<file path="config.mk">
export PLATFORM = sky130hd
export DESIGN_NAME = ps2_rx_queue_flat
export DESIGN_NICKNAME = d
export VERILOG_FILES = /design/src/rtl/ps2_rx_queue_if.sv /design/src/rtl/ps2_rx_queue.sv /design/src/flat_wrapper.sv
export SDC_FILE = /design/constraint.sdc
export NUM_CORES = 1
export LEC_CHECK = 0
export ABC_AREA = 0
export CORE_ASPECT_RATIO = 0.5
export CORE_MARGIN = 8
export CORE_UTILIZATION = 55
export DETAILED_ROUTE_END_ITERATION = 10
export PLACE_DENSITY = 0.81
export RECOVER_POWER = 25
export SLEW_MARGIN = 0
export SYNTH_ARGS = -nofsm -noshare
export SYNTH_HDL_FRONTEND = slang
export SYNTH_SLANG_ARGS = --single-unit
</file>
<file path="constraint.sdc">
create_clock -name clk -period 3.65 [get_ports clk]
set_input_delay 0.73 -clock clk [delete_from_list [all_inputs] [get_ports clk]]
set_output_delay 0.73 -clock clk [all_outputs]
set_load 0.03 [all_outputs]
</file>
<file path="src/rtl/ps2_rx_queue_if.sv">
// Key-event stream between the PS/2 receiver and its consumer.
// The receiver drives the master side; the consumer owns ev_ready.
interface ps2_rx_queue_if;
    logic       ev_valid;
    logic       ev_ready;
    logic [7:0] ev_code;
    logic       ev_ext;
    logic       ev_rel;

    modport master (
        output ev_valid,
        output ev_code,
        output ev_ext,
        output ev_rel,
        input  ev_ready
    );

    modport slave (
        input  ev_valid,
        input  ev_code,
        input  ev_ext,
        input  ev_rel,
        output ev_ready
    );
endinterface

</file>
<file path="src/rtl/ps2_rx_queue.sv">
// PS/2 keyboard receiver: filter, deframe, E0/F0 decode, event FIFO
// and a make-code history, all in the clk domain.
module ps2_rx_queue #(
    parameter int FILTER_LEN     = 8,
    parameter int TIMEOUT_CYCLES = 50000,
    parameter int FIFO_DEPTH     = 8,
    parameter int HIST_BYTES     = 2
) (
    input  logic                          clk,
    input  logic                          rst,
    input  logic                          ps2_clk,
    input  logic                          ps2_data,
    ps2_rx_queue_if.master                ev,
    output logic [$clog2(FIFO_DEPTH):0]   fifo_count,
    output logic [8*HIST_BYTES-1:0]       code,
    output logic                          err_parity,
    output logic                          err_frame,
    output logic                          err_timeout,
    output logic                          overflow,
    input  logic                          ovf_clr
);
    localparam int FCW = $clog2(FILTER_LEN + 1);
    localparam int TW  = $clog2(TIMEOUT_CYCLES + 1);
    localparam int AW  = $clog2(FIFO_DEPTH);
    localparam int CW  = AW + 1;
    localparam int HW  = 8 * HIST_BYTES;

    localparam logic [1:0] S_IDLE   = 2'd0;
    localparam logic [1:0] S_DATA   = 2'd1;
    localparam logic [1:0] S_PARITY = 2'd2;
    localparam logic [1:0] S_STOP   = 2'd3;

    logic           clk_s1_q, clk_s2_q, dat_s1_q, dat_s2_q;
    logic           filt_q, filt_d;
    logic [FCW-1:0] fcnt_q, fcnt_d;
    logic           strobe_q;

    logic [1:0]     state_q, state_d;
    logic [2:0]     bidx_q, bidx_d;
    logic [7:0]     shift_q, shift_d;
    logic           par_q, par_d;
    logic [TW-1:0]  tmo_q, tmo_d;
    logic           ext_q, ext_d, rel_q, rel_d;
    logic           push_q, push_d;
    logic [9:0]     pdata_q, pdata_d;
    logic [HW-1:0]  code_q, code_d;
    logic           ep_q, ep_d, ef_q, ef_d, et_q, et_d;

    logic [9:0]     mem_q [FIFO_DEPTH];
    logic [AW-1:0]  wr_q, wr_d, rd_q, rd_d;
    logic [CW-1:0]  cnt_q, cnt_d;
    logic           ovf_q, ovf_d;
    logic           full, pop, wr_en;
    logic [9:0]     head;

    // Level changes only after FILTER_LEN agreeing samples in a row.
    always_comb begin
        filt_d = filt_q;
        fcnt_d = '0;
        if (clk_s2_q != filt_q) begin
            if (fcnt_q == FCW'(FILTER_LEN - 1))
                filt_d = ~filt_q;
            else
                fcnt_d = fcnt_q + 1'b1;
        end
    end

    always_comb begin
        state_d = state_q;
        bidx_d  = bidx_q;
        shift_d = shift_q;
        par_d   = par_q;
        ext_d   = ext_q;
        rel_d   = rel_q;
        push_d  = 1'b0;
        pdata_d = pdata_q;
        code_d  = code_q;
        ep_d    = 1'b0;
        ef_d    = 1'b0;
        et_d    = 1'b0;
        if (state_q == S_IDLE || strobe_q)
            tmo_d = '0;
        else
            tmo_d = tmo_q + 1'b1;

        if (state_q != S_IDLE && !strobe_q &&
            tmo_q == TW'(TIMEOUT_CYCLES - 1)) begin
            state_d = S_IDLE;
            tmo_d   = '0;
            et_d    = 1'b1;
            ext_d   = 1'b0;
            rel_d   = 1'b0;
        end else if (strobe_q) begin
            unique case (state_q)
                S_IDLE: begin
                    if (!dat_s2_q) begin
                        state_d = S_DATA;
                        bidx_d  = 3'd0;
                    end
                end
                S_DATA: begin
                    shift_d[bidx_q] = dat_s2_q;
                    bidx_d = bidx_q + 3'd1;
                    if (bidx_q == 3'd7)
                        state_d = S_PARITY;
                end
                S_PARITY: begin
                    par_d   = dat_s2_q;
                    state_d = S_STOP;
                end
                S_STOP: begin
                    state_d = S_IDLE;
                    if (!dat_s2_q || !(^{shift_q, par_q})) begin
                        ef_d  = ~dat_s2_q;
                        ep_d  = dat_s2_q;
                        ext_d = 1'b0;
                        rel_d = 1'b0;
                    end else if (shift_q == 8'hE0) begin
                        ext_d = 1'b1;
                    end else if (shift_q == 8'hF0) begin
                        rel_d = 1'b1;
                    end else begin
                        push_d  = 1'b1;
                        pdata_d = {shift_q, ext_q, rel_q};
                        ext_d   = 1'b0;
                        rel_d   = 1'b0;
                        if (!rel_q) begin
                            code_d       = code_q << 8;
                            code_d[7:0]  = shift_q;
                        end
                    end
                end
            endcase
        end
    end

    // FIFO: a full push survives only when a pop frees the slot.
    always_comb begin
        full  = cnt_q == CW'(FIFO_DEPTH);
        pop   = ev.ev_valid & ev.ev_ready;
        wr_en = push_q & (~full | pop);
        wr_d  = wr_en ? wr_q + 1'b1 : wr_q;
        rd_d  = pop ? rd_q + 1'b1 : rd_q;
        cnt_d = cnt_q;
        if (wr_en && !pop)
            cnt_d = cnt_q + 1'b1;
        else if (!wr_en && pop)
            cnt_d = cnt_q - 1'b1;
        ovf_d = ovf_q;
        if (ovf_clr)
            ovf_d = 1'b0;
        if (push_q && full && !pop)
            ovf_d = 1'b1;
    end

    always_ff @(posedge clk) begin
        if (rst) begin
            clk_s1_q <= 1'b1;
            clk_s2_q <= 1'b1;
            dat_s1_q <= 1'b1;
            dat_s2_q <= 1'b1;
            filt_q   <= 1'b1;
            fcnt_q   <= '0;
            strobe_q <= 1'b0;
            state_q  <= S_IDLE;
            bidx_q   <= '0;
            shift_q  <= '0;
            par_q    <= 1'b0;
            tmo_q    <= '0;
            ext_q    <= 1'b0;
            rel_q    <= 1'b0;
            push_q   <= 1'b0;
            pdata_q  <= '0;
            code_q   <= '0;
            ep_q     <= 1'b0;
            ef_q     <= 1'b0;
            et_q     <= 1'b0;
            wr_q     <= '0;
            rd_q     <= '0;
            cnt_q    <= '0;
            ovf_q    <= 1'b0;
        end else begin
            clk_s1_q <= ps2_clk;
            clk_s2_q <= clk_s1_q;
            dat_s1_q <= ps2_data;
            dat_s2_q <= dat_s1_q;
            filt_q   <= filt_d;
            fcnt_q   <= fcnt_d;
            strobe_q <= filt_q & ~filt_d;
            state_q  <= state_d;
            bidx_q   <= bidx_d;
            shift_q  <= shift_d;
            par_q    <= par_d;
            tmo_q    <= tmo_d;
            ext_q    <= ext_d;
            rel_q    <= rel_d;
            push_q   <= push_d;
            pdata_q  <= pdata_d;
            code_q   <= code_d;
            ep_q     <= ep_d;
            ef_q     <= ef_d;
            et_q     <= et_d;
            wr_q     <= wr_d;
            rd_q     <= rd_d;
            cnt_q    <= cnt_d;
            ovf_q    <= ovf_d;
        end
    end

    always_ff @(posedge clk) begin
        if (wr_en)
            mem_q[wr_q] <= pdata_q;
    end

    assign head        = mem_q[rd_q];
    assign ev.ev_valid = cnt_q != '0;
    assign ev.ev_code  = ev.ev_valid ? head[9:2] : 8'h00;
    assign ev.ev_ext   = ev.ev_valid & head[1];
    assign ev.ev_rel   = ev.ev_valid & head[0];
    assign fifo_count  = cnt_q;
    assign code        = code_q;
    assign err_parity  = ep_q;
    assign err_frame   = ef_q;
    assign err_timeout = et_q;
    assign overflow    = ovf_q;
endmodule

</file>
<file path="src/flat_wrapper.sv">
// flat-port wrapper written by rule: the top's interface ports become plain ports
module ps2_rx_queue_flat 
#(
    parameter int FILTER_LEN     = 8,
    parameter int TIMEOUT_CYCLES = 50000,
    parameter int FIFO_DEPTH     = 8,
    parameter int HIST_BYTES     = 2
)
  (clk, rst, ps2_clk, ps2_data, fifo_count, code, err_parity, err_frame, err_timeout, overflow, ovf_clr, ev_ev_valid, ev_ev_code, ev_ev_ext, ev_ev_rel, ev_ev_ready);
  ps2_rx_queue_if ev_i ();
  input  logic clk;
  input  logic rst;
  input  logic ps2_clk;
  input  logic ps2_data;
  output logic [$clog2(FIFO_DEPTH):0] fifo_count;
  output logic [8*HIST_BYTES-1:0] code;
  output logic err_parity;
  output logic err_frame;
  output logic err_timeout;
  output logic overflow;
  input  logic ovf_clr;
  output wire logic [$bits(ev_i.ev_valid)-1:0] ev_ev_valid;
  output wire logic [$bits(ev_i.ev_code)-1:0] ev_ev_code;
  output wire logic [$bits(ev_i.ev_ext)-1:0] ev_ev_ext;
  output wire logic [$bits(ev_i.ev_rel)-1:0] ev_ev_rel;
  input wire logic [$bits(ev_i.ev_ready)-1:0] ev_ev_ready;
  assign ev_ev_valid = ev_i.ev_valid;
  assign ev_ev_code = ev_i.ev_code;
  assign ev_ev_ext = ev_i.ev_ext;
  assign ev_ev_rel = ev_i.ev_rel;
  assign ev_i.ev_ready = ev_ev_ready;
  ps2_rx_queue #(.FILTER_LEN(FILTER_LEN), .TIMEOUT_CYCLES(TIMEOUT_CYCLES), .FIFO_DEPTH(FIFO_DEPTH), .HIST_BYTES(HIST_BYTES)) u_core (.clk(clk), .rst(rst), .ps2_clk(ps2_clk), .ps2_data(ps2_data), .ev(ev_i), .fifo_count(fifo_count), .code(code), .err_parity(err_parity), .err_frame(err_frame), .err_timeout(err_timeout), .overflow(overflow), .ovf_clr(ovf_clr));
endmodule
</file>
Word level (Yosys, flattened, before mapping)
Memory sizes are Yosys's and may differ from the RTL's. A register that Yosys moved wholly into a read port is not among the register bits.
Cells that the tools add are included.
{"block": "word_totals", "regBits": 83, "ramBits": 80, "input_bits": 6, "word_cells": 127, "mem_count": 1}
{"name": "u_core.mem_q", "words": 8, "word_bits": 10, "read_ports": 1, "rd_ports_with_merged_regs": 1, "wr": 1, "line_no": "ps2_rx_queue.sv:49", "source": "logic [9:0] mem_q [FIFO_DEPTH];"}
{"block": "classes", "add_sub_neg": 7, "magnitude_cmp": 2, "n_eq_ne": 14, "n_mux": 27, "bitwise": 18, "reduce_logical": 34}
{"cell": "$add 16x1->16 const B", "count": 1}
{"cell": "$eq 16x16->1 const B", "count": 1}
{"cell": "$eq 8x8->1 const B", "count": 2}
{"cell": "$mux 1", "count": 15}
{"cell": "$reduce_and 3->1", "count": 5}
{"cell": "$not 1->1", "count": 12}
{"cell": "$add 3x1->3 const B", "count": 3}
{"cell": "$mux 3", "count": 3}
{"cell": "$reduce_xor 9->1", "count": 1}
{"cell": "$add 4x1->4 const B", "count": 2}
{"cell": "$bwmux 8", "count": 1}
{"cell": "$mux 4", "count": 2}
{"cell": "$mux 8", "count": 1}
{"cell": "$pmux 2 s4", "count": 1}
{"cell": "$reduce_bool 2->1", "count": 4}
{"cell": "$logic_and 1x1->1", "count": 7}
{"cell": "$reduce_and 7->1", "count": 1}
{"cell": "$pmux 3 s2", "count": 1}
{"cell": "$reduce_and 6->1", "count": 1}
{"cell": "$reduce_or 3->1", "count": 2}
{"cell": "$reduce_or 6->1", "count": 1}
{"cell": "$and 1x1->1", "count": 5}
{"cell": "$logic_not 1->1", "count": 5}
{"cell": "$reduce_or 5->1", "count": 1}
{"cell": "other kinds (20)", "count": 24}

Depth between registers and ports, before layout
Gate-level depths: netlist (run 1).
{"block": "depth", "depth_word": 8, "depth_mapped": 11, "depth_no_buf": 11}

Worst setup path after synthesis (run 1)
Ideal clock, no wire load.
{"block": "synth_path", "path_kind": "input to register", "startpoint": "input port ev_ev_ready", "endpoint": "register u_core.cnt_q[3] (netlist: u_core.fifo_count[3])", "arrival_time_ns": 2.598, "path_slack_ns": 0.982, "cell_stages": 10, "path_buffers": 0, "path_cell_list": "inv_1 > a31oi_1 > ha_1 > inv_1 > ha_1 > a21o_1 > a21oi_1 > xnor2_1 > or3_1 > a21oi_1"}
{"block": "synth_between", "elab_chain_len": 6, "elab_cells_between_ends": 9, "cone_classes": "1 x mux; 3 x bitwise; 5 x reduce/logical"}
{"item": "start, declared", "line_no": "flat_wrapper.sv:26", "source": "input wire logic [$bits(ev_i.ev_ready)-1:0] ev_ev_ready;"}
{"item": "$and 1x1->1 *", "line_no": "ps2_rx_queue.sv:140", "source": "pop = ev.ev_valid & ev.ev_ready;"}
{"item": "$or 1x1->1 *", "line_no": "ps2_rx_queue.sv:141", "source": "wr_en = push_q & (~full | pop);"}
{"item": "$and 1x1->1 *", "line_no": "ps2_rx_queue.sv:141"}
{"item": "net u_core.wr_en", "line_no": "ps2_rx_queue.sv:53", "source": "logic full, pop, wr_en;"}
{"item": "$logic_not 1->1", "line_no": "ps2_rx_queue.sv:147", "source": "else if (!wr_en && pop)"}
{"item": "$logic_and 1x1->1", "line_no": "ps2_rx_queue.sv:147"}
{"item": "$reduce_bool 2->1 (no line)"}
{"item": "end signal, assigned", "line_no": "ps2_rx_queue.sv:205", "source": "cnt_q <= cnt_d;"}
{"item": "end, declared", "line_no": "ps2_rx_queue.sv:51", "source": "logic [CW-1:0] cnt_q, cnt_d;"}
The timed path passes the listed nets; every way through them passes the cells marked *.
A chain may end at the register's enable or synchronous reset.

==> reports/metrics.cfg, run 1 <==
[sta]
rsz0062_at_grt = false
fmax_mhz = 306
tns_ps = 0
hold_viol = 0
fin_crit_ps = 3270
final-setup-viol-count = 0
maxSlewHeadroom_pct = 29.7
finalCritPeriodShare_pct = 89.6
slew_violations = 0
worst_pin_slew_ps = 1050
fin_skew_ps = 11.3
setup_slack_ps = 379

[floorplan]
io_pins = 41
rows = 28
design.die.area_um2 = 16100
start_util_pct = 56.5
die_y_um = 93.8
die_x_um = 172
core-area_um2 = 11800

[final_layout]
seqCellArea_um2 = 4120
most-common-layout-cells = nor2_1, dfxtp_1, edfxtp_1
fill_cells = 851
drive_above_1_share_pct = 13.3
fin_cells = 738
antenna_cells = 0
syn_to_final_growth_pct = 17.8
fin_nets = 580
multi_input_area_um2 = 2390
postLayoutCoreUtil_pct = 66.5
layout_commonest_cell = nor2_1

[pwr]
p_per_area_nw_per_um2 = 565
leakage_nw = 2.80
p_total_w = 0.00444
ir_drop_uv = 355

[worst_setup_path]
end_kind = output pin
crit_type = register to output pin
crit_path_max_fanout = 20
arrival_ps = 2540
rr_worst_depth = 12
r2r_end = u_core.fifo_count[3]$_SDFFE_PP0P_
reg2reg_slack_ps = 970
cp_data_required_time_ps = 2920
worstSetupEndpoint = ev_ev_code[0]
r2r_start = u_core.fifo_count[0]$_SDFFE_PP0P_
start_kind = register

[synth]
synth_warnings = 0
avgSynthCellArea_um2 = 13.1
synth_cells = 508
synth_fp_nets = 528
syn_area_um2 = 6670
synth_ff_type = dfxtp_1
synth_edf_count = 80
synth.distinct_cells = 49
async_reset_ff_share_pct = 0
yosysSeqAreaShare_pct = 61.9
ys_seq_elements = 166

[min_path]
min_path_type = register to register

[place]
pre_cts_ws_ps = 579
io_buffer_count = 40
place_congestion = 0.817
dp_cells = 706
hpwl_um = 7780

[run_status]
status = completed

[clock_tree]
htree_levels = 4
cts.sinks = 166
cts.path.max_buffers = 2
hold_buffers = 0
cts_buffers = 17
ctsResizeCount = 0
clkTransAtPathRegs_ps = 70
cts_root_buf = clkbuf_16
clock_latency_ps = 420
post-cts-setup-buffers = 0
cts_tree = built

[drt]
ant_nets = 0
post_drt_wl_per_cell_um = 16.6
drtIter0Drc = 213
viasPerCell = 5.40
drt_pass1_iterations = 4
routed-via-count = 3986
drc_errors = 0
routed_wl_um = 12200

[run]
drv_cap = 0

[grt]
grt_max_degree = 60
grt.overflow.total = 0
grt_util_all_layers_pct = 16.0
grt_pass1_vias = 3927
antenna_found_initial = 0
grt_pass1_wl_um = 20000

worst max-delay path: stages, from the launching register on:
cell             delay, ps
dfxtp_1                310
buf_4                  340
mux4_2                 570
mux2i_1                230
nor2_1                  60
clkdlybuf4s50_1        590
per-layer routing:
metal	vias to the layer above	track usage, %	share of wire, %
met4	0	6.33	2.1
li1	1941	-	-
met1	1957	20.0	46
met3	19	4.32	4.1
met5	-	0	0
met2	69	26.4	48
worst min path at each step:
stage / start / to / slack [ps] / cells after the start
final: u_core.dat_s1_q$_SDFF_PP1_ / u_core.dat_s2_q$_SDFF_PP1_ / 410 / 1
after global routing: u_core.dat_s1_q$_SDFF_PP1_ / u_core.dat_s2_q$_SDFF_PP1_ / 420 / 1
after CTS: u_core.dat_s1_q$_SDFF_PP1_ / u_core.dat_s2_q$_SDFF_PP1_ / 410 / 1
after detailed placement: u_core.dat_s1_q$_SDFF_PP1_ / u_core.dat_s2_q$_SDFF_PP1_ / 400 / 1
after global placement: u_core.dat_s1_q$_SDFF_PP1_ / u_core.dat_s2_q$_SDFF_PP1_ / 400 / 1
after floorplan: u_core.clk_s1_q$_SDFF_PP1_ / u_core.clk_s2_q$_SDFF_PP1_ / 390 / 1
Yosys cell counts, types with 5 or more instances:
cell | n | share of area (%)
a21oi_1 | 8 | 0.60
clkbuf_1 | 12 | 0.68
dfxtp_1 | 86 | 26
edfxtp_1 | 80 | 36
ha_1 | 13 | 2.4
inv_1 | 12 | 0.68
mux2i_1 | 47 | 7.1
mux4_2 | 20 | 6.8
nand2_1 | 19 | 1.1
nand2b_1 | 5 | 0.47
nand3_1 | 13 | 0.98
nor2_1 | 93 | 5.2
nor3_1 | 13 | 0.98
nor4_1 | 5 | 0.47
or2_2 | 5 | 0.47
xnor2_1 | 13 | 1.7
xor2_1 | 15 | 2.0
area by class of cell:
class                           instances  share of cell area [%]
Sequential cell                       166                    52.5
Inverter                               12                   0.574
Clock buffer                           18                    5.46
Multi-Input combinational cell        310                    30.4
Timing Repair Buffer                   53                    6.28
Clock inverter                         14                    2.12
Tap cell                              165                    2.63
report_power, final:
part	switching, W	total [W]	internal [W]
registers	0.0000365	0.00199	0.00196
clock network	0.000748	0.00178	0.00103
logic	0.000364	0.000667	0.000303
total	0.00115	0.00444	0.00329
cells by family after synthesis:
| group | after synthesis | share of synthesized area, % |
|---|---|---|
| buffers and inverters | 32 | 2.37 |
| DFF | 166 | 61.9 |
| and+or+nand+nor | 173 | 11.9 |
| adders and majority gates | 14 | 2.74 |
| muxes | 68 | 14.2 |
| xor gates and xnor gates | 30 | 4.41 |
| AOI/OAI and AO/OA | 25 | 2.57 |
sequential cells by signal, summed over array words and instances, names as in the netlist, 2 cells and up, named ones only:
name / count
u_core.wr_q: 3
u_core.bidx_q: 3
u_core.shift_q: 8
u_core.rd_q: 3
u_core.pdata_q: 10
u_core.fcnt_q: 4
u_core.mem_q: 80
u_core.state_q: 2
u_core.tmo_q: 16
u_core.fifo_count: 4
u_core.code: 16
per-stage QoR:
step           cell area, um2  hold WS, ps
6_report                 7850          414
5_1_grt                  7850          422
4_1_cts                  7850          414
3_5_place_dp             7260          399
3_3_place_gp             7260          398
2_1_floorplan            6670          389
(Power assumes the default switching activity.)
==> run 2, diff against run 1 <==
--- a/config.mk
+++ b/config.mk
@@ -10,7 +10,7 @@
 export CORE_MARGIN = 8
 export CORE_UTILIZATION = 55
 export DETAILED_ROUTE_END_ITERATION = 10
-export PLACE_DENSITY = 0.81
+export PLACE_DENSITY_LB_ADDON = 0.15
 export RECOVER_POWER = 25
 export SLEW_MARGIN = 0
 export SYNTH_ARGS = -nofsm -noshare
==> constraint.sdc (replaced) <==
create_clock -name clk -period 3.65 [get_ports clk]
set_input_delay 0.73 -clock clk [delete_from_list [all_inputs] [get_ports clk]]
set_output_delay 0.73 -clock clk [all_outputs]
set_load 0.1 [all_outputs]
==> run 2 against run 1 <==
Net effect: fmax is 13% higher; non-clock buffer count is 2 higher; sequential share of layout area is 0.24 points lower; sequential cell count stayed put; power is 12% higher; sequential power hardly changed; utilization is 0.31 points higher; critical path depth stayed put; wire length is 0.96% higher; largest power group unchanged; highest routed layer unchanged.
==> reports/metrics.cfg, run 2 (synthesis results as in run 1) <==
[run_status]
status = completed

[clock_tree]
clock_latency_ps = 410
htree_levels = 4
hold_buffers = 0
cts_buffers = 17
post-cts-setup-buffers = 0
ctsResizeCount = 0
cts.path.max_buffers = 2
clkTransAtPathRegs_ps = 60
cts.sinks = 166
cts_root_buf = clkbuf_16
cts_tree = built

[floorplan]
rows = 28
die_x_um = 172
design.die.area_um2 = 16100
start_util_pct = 56.5
core-area_um2 = 11800
die_y_um = 93.8
io_pins = 41

[drt]
drt_pass1_iterations = 4
post_drt_wl_per_cell_um = 16.7
routed-via-count = 3933
routed_wl_um = 12400
ant_nets = 0
viasPerCell = 5.31
drc_errors = 0
drtIter0Drc = 283

[final_layout]
fin_cells = 740
antenna_cells = 0
top_register = u_core.mem_q
largest_reg_flops = 80
fin_area_um2 = 7890
fin_nets = 582
layout_commonest_cell = nor2_1
seqCellArea_um2 = 4120
multi_input_area_um2 = 2390
syn_to_final_growth_pct = 18.4
drive_above_1_share_pct = 15.8
fill_cells = 870
most-common-layout-cells = nor2_1, dfxtp_1, edfxtp_1

[place]
place_congestion = 0.786
io_buffer_count = 40
place_area_um2 = 7240
pre_cts_ws_ps = 525
hpwl_um = 7800
dp_cells = 708

[sta]
maxSlewHeadroom_pct = 33.9
slew_violations = 0
worst_pin_slew_ps = 988
tns_ps = 0
hold_viol = 0
fin_crit_ps = 2890
fin_skew_ps = 12.6
finalCritPeriodShare_pct = 79.2
final-setup-viol-count = 0
rsz0062_at_grt = false
setup_slack_ps = 760
fmax_mhz = 346
fin_hold_ws_ps = 407

[worst_setup_path]
crit_chain = buf_4 > mux4_2 > mux2i_1 > nor2_1 > buf_4
cp_data_required_time_ps = 2920
reg2reg_slack_ps = 970
slowest_delay_ps = 570
slowest_stage = mux4_2
start_kind = register
crit_path_max_fanout = 20
cpMostUsedCell = buf_4
end_kind = output pin
crit_type = register to output pin
arrival_ps = 2160

[grt]
antenna_found_initial = 0
grt_util_all_layers_pct = 16.3
grt_pass1_wl_um = 20400
grt.overflow.total = 0
grt_max_degree = 35
grt_pass1_vias = 3838

[pwr]
leakage_nw = 2.86
p_per_area_nw_per_um2 = 628
ir_drop_uv = 391

[min_path]
min_path_type = register to register

[run]
drv_cap = 0

## run 2: worst max-delay path: cells and delay by family, from the launching register on
kind | cells | cell delay (ps)
multiplexers | 2 | 760
AND/OR/NAND/NOR | 1 | 70
buffers and inverters | 2 | 600
flip-flops | 1 | 300
## run 2: area by class of cell
class | instances | share of cell area, %
clock buffers | 20 | 5.79
inverters | 12 | 0.571
multi-input cells | 310 | 30.3
flip-flops and latches | 166 | 52.3
repair buffers | 55 | 6.06
well taps | 165 | 2.62
clock inverters | 12 | 2.41
## run 2: per-layer routing
layer / wire, um / vias up / GRT usage, %
li1: - / 1942 / -
met1: 6120 / 1919 / 22.0
met2: 5590 / 62 / 25.7
met3: 576 / 10 / 4.70
met4: 65 / 0 / 4.24
met5: 0 / - / 0
## run 2: where the power goes
part           internal [W]  switching (W)  leakage (nW)
combinational      0.000280       0.000751          1.11
clock               0.00120       0.000734         0.315
sequential          0.00196      0.0000302          1.44
total               0.00344        0.00152          2.86
## run 2: per-stage QoR
step,power (W),utilization [%]
floorplan,0.00286,-
global placement,0.00306,61.4
detailed placement,0.00307,61.4
CTS,0.00499,66.8
global route,0.00511,66.8
finish,0.00495,66.8
## run 2: path summary, 6_finish.rpt
kind | start | end | depth (start not counted)
min | u_core.clk_s1_q$_SDFF_PP1_ | u_core.clk_s2_q$_SDFF_PP1_ | 1
max | register | ev_ev_rel | 5
min reg2reg | u_core.clk_s1_q$_SDFF_PP1_ | u_core.clk_s2_q$_SDFF_PP1_ | 1
max reg2reg | u_core.fifo_count[0]$_SDFFE_PP0P_ | u_core.fifo_count[3]$_SDFFE_PP0P_ | 12
==> run 3, diff against run 2 <==
==> constraint.sdc (replaced) <==
create_clock -name clk -period 2.7 [get_ports clk]
set_input_delay 0.54 -clock clk [delete_from_list [all_inputs] [get_ports clk]]
set_output_delay 0.54 -clock clk [all_outputs]
set_load 0.1 [all_outputs]
==> run 3 against run 2 <==
Net effect: critical path depth stayed put; critical path type unchanged; die area is the same; non-clock buffer count rose by 4; register-to-register slack worse by 690 ps; wire length is 4.6% lower; sequential share of layout area fell by 0.23 points; sequential cell count unchanged; via count is 0.74% lower; worst hold slack improved by 5.8 ps; design area up 0.57%; critical endpoint is now ev_ev_code[1].
==> reports/metrics.cfg, run 3 (synthesis results as in run 1) <==
[clock_tree]
htree_levels = 4
clkTransAtPathRegs_ps = 70
clock_latency_ps = 420
cts.sinks = 166
ctsResizeCount = 0
cts.path.max_buffers = 2
cts_tree = built
post-cts-setup-buffers = 0
cts_buffers = 17
cts_root_buf = clkbuf_16
hold_buffers = 0

[worst_setup_path]
crit_path_max_fanout = 20
cpMostUsedCell = buf_12
cp_num_buf_inv = 2
crit_type = register to output pin
r2r_end = u_core.fifo_count[3]$_SDFFE_PP0P_
start_kind = register
crit_chain = buf_12 > mux4_2 > mux2i_1 > nor2_1 > buf_12
arrival_ps = 1990
rr_worst_depth = 11
cp.depth = 5
cp_data_required_time_ps = 2160
r2r_start = u_core.fifo_count[0]$_SDFFE_PP0P_
end_kind = output pin
slowest_delay_ps = 550
reg2reg_slack_ps = 280
critPathTopFamily = multiplexers
slowest_stage = mux4_2

[final_layout]
fin_area_um2 = 7940
top_register = u_core.mem_q
most-common-layout-cells = nor2_1, dfxtp_1, edfxtp_1
syn_to_final_growth_pct = 19.1
antenna_cells = 0
fin_cells = 744
fin_nets = 586
largest_reg_flops = 80
drive_above_1_share_pct = 21.4
layout_commonest_cell = nor2_1

[sta]
fin_crit_ps = 2530
rsz0062_at_grt = false
fin_skew_ps = 10.9
slew_violations = 0
setup_slack_ps = 171
hold_viol = 0
tns_ps = 0
final-setup-viol-count = 0
finalCritPeriodShare_pct = 93.7
worst_pin_slew_ps = 786
maxSlewHeadroom_pct = 46.5
fmax_mhz = 395

[drt]
routed-via-count = 3904
post_drt_wl_per_cell_um = 15.9
drc_errors = 0
ant_nets = 0
routed_wl_um = 11800
drtIter0Drc = 234
drt_pass1_iterations = 4
viasPerCell = 5.25

[floorplan]
die_y_um = 93.8
die_x_um = 172
rows = 28
design.die.area_um2 = 16100
core-area_um2 = 11800
io_pins = 41
start_util_pct = 56.5

[pwr]
comb_power_share_pct = 24.4
p_total_w = 0.00664
p_int_w = 0.00446
ir_drop_uv = 494
net-switching-power_w = 0.00218
netSwitchingFraction_pct = 32.8
seqPwrFrac_pct = 40.6
clkPwrFrac_pct = 35.0
p_per_area_nw_per_um2 = 836
leakage_nw = 2.93

[run_status]
status = completed

[min_path]
hold_path_end = u_core.dat_s2_q$_SDFF_PP1_
min_path_type = register to register
hp-start = u_core.dat_s1_q$_SDFF_PP1_
hold_depth = 1

[place]
place_area_um2 = 7360
dp_cells = 712
pre_cts_ws_ps = -108
io_buffer_count = 40
place_congestion = 0.797
hpwl_um = 7760

[grt]
grt.overflow.total = 0
grt_pass1_wl_um = 19100
grt_util_all_layers_pct = 15.4
antenna_found_initial = 0
grt_pass1_vias = 3804
grt_max_degree = 43

[run]
drv_cap = 0

-- run 3: cell count changes in the layout (fill, tap and decap cells not counted), sizes merged --
cell / delta
buf: +27
bufinv: -4
clkdlybuf4s50: -23
clkbuf: -3
clkinv: +2
inv: +5
-- run 3: area by class of cell --
type / instances / area [um2]
timing repair buffer: 59 / 588
inverter: 12 / 45.0
fill: 881 / 3870
clock inverter: 15 / 151
tap: 165 / 206
clock buffer: 17 / 425
sequential: 166 / 4130
multi-input combinational: 310 / 2390
-- run 3: worst register-to-register path: stages, from the launching register on --
cell and delay (ps):
dfxtp_2 360, nor4_2 400, inv_2 90, nand2_1 110, ha_1 170, inv_1 60
ha_1 270, a21o_1 170, a21oi_1 170, xnor2_1 90, or3_1 310, a21oi_1 140
-- run 3: power by group through the flow --
stage	logic (W)	clock network (W)	registers [W]
2_1_floorplan	0.00101	0	0.00285
3_3_place_gp	0.00163	0	0.00275
3_5_place_dp	0.00164	0	0.00275
4_1_cts	0.00164	0.00237	0.00269
5_1_grt	0.00170	0.00246	0.00270
6_report	0.00162	0.00232	0.00269
-- run 3: worst max-delay path by stage --
stage / from / endpoint / slack [ps]
finish: register / ev_ev_code[1] / 170
global route: u_core.fifo_count[0]$_SDFFE_PP0P_ / u_core.fifo_count[3]$_SDFFE_PP0P_ / 40
CTS: register / ev_ev_code[1] / 120
detailed placement: ev_ev_ready / u_core.fifo_count[3]$_SDFFE_PP0P_ / -110
global placement: ev_ev_ready / u_core.fifo_count[3]$_SDFFE_PP0P_ / -30
floorplan: u_core.fifo_count[0]$_SDFFE_PP0P_ / ev_ev_code[0] / -210
-- run 3: metrics by stage --
step	util, %	hold slack (ps)
final	67.2	413
after global routing	67.2	428
after CTS	67.2	416
after detailed placement	62.3	400
after global placement	62.3	391
after floorplan	-	389
-- run 3: layer usage --
metal / track usage [%] / part of all wire [%]
met5: 0 / 0
met4: 5.90 / 0.94
met3: 4.57 / 5.7
met2: 24.3 / 46
met1: 19.8 / 48
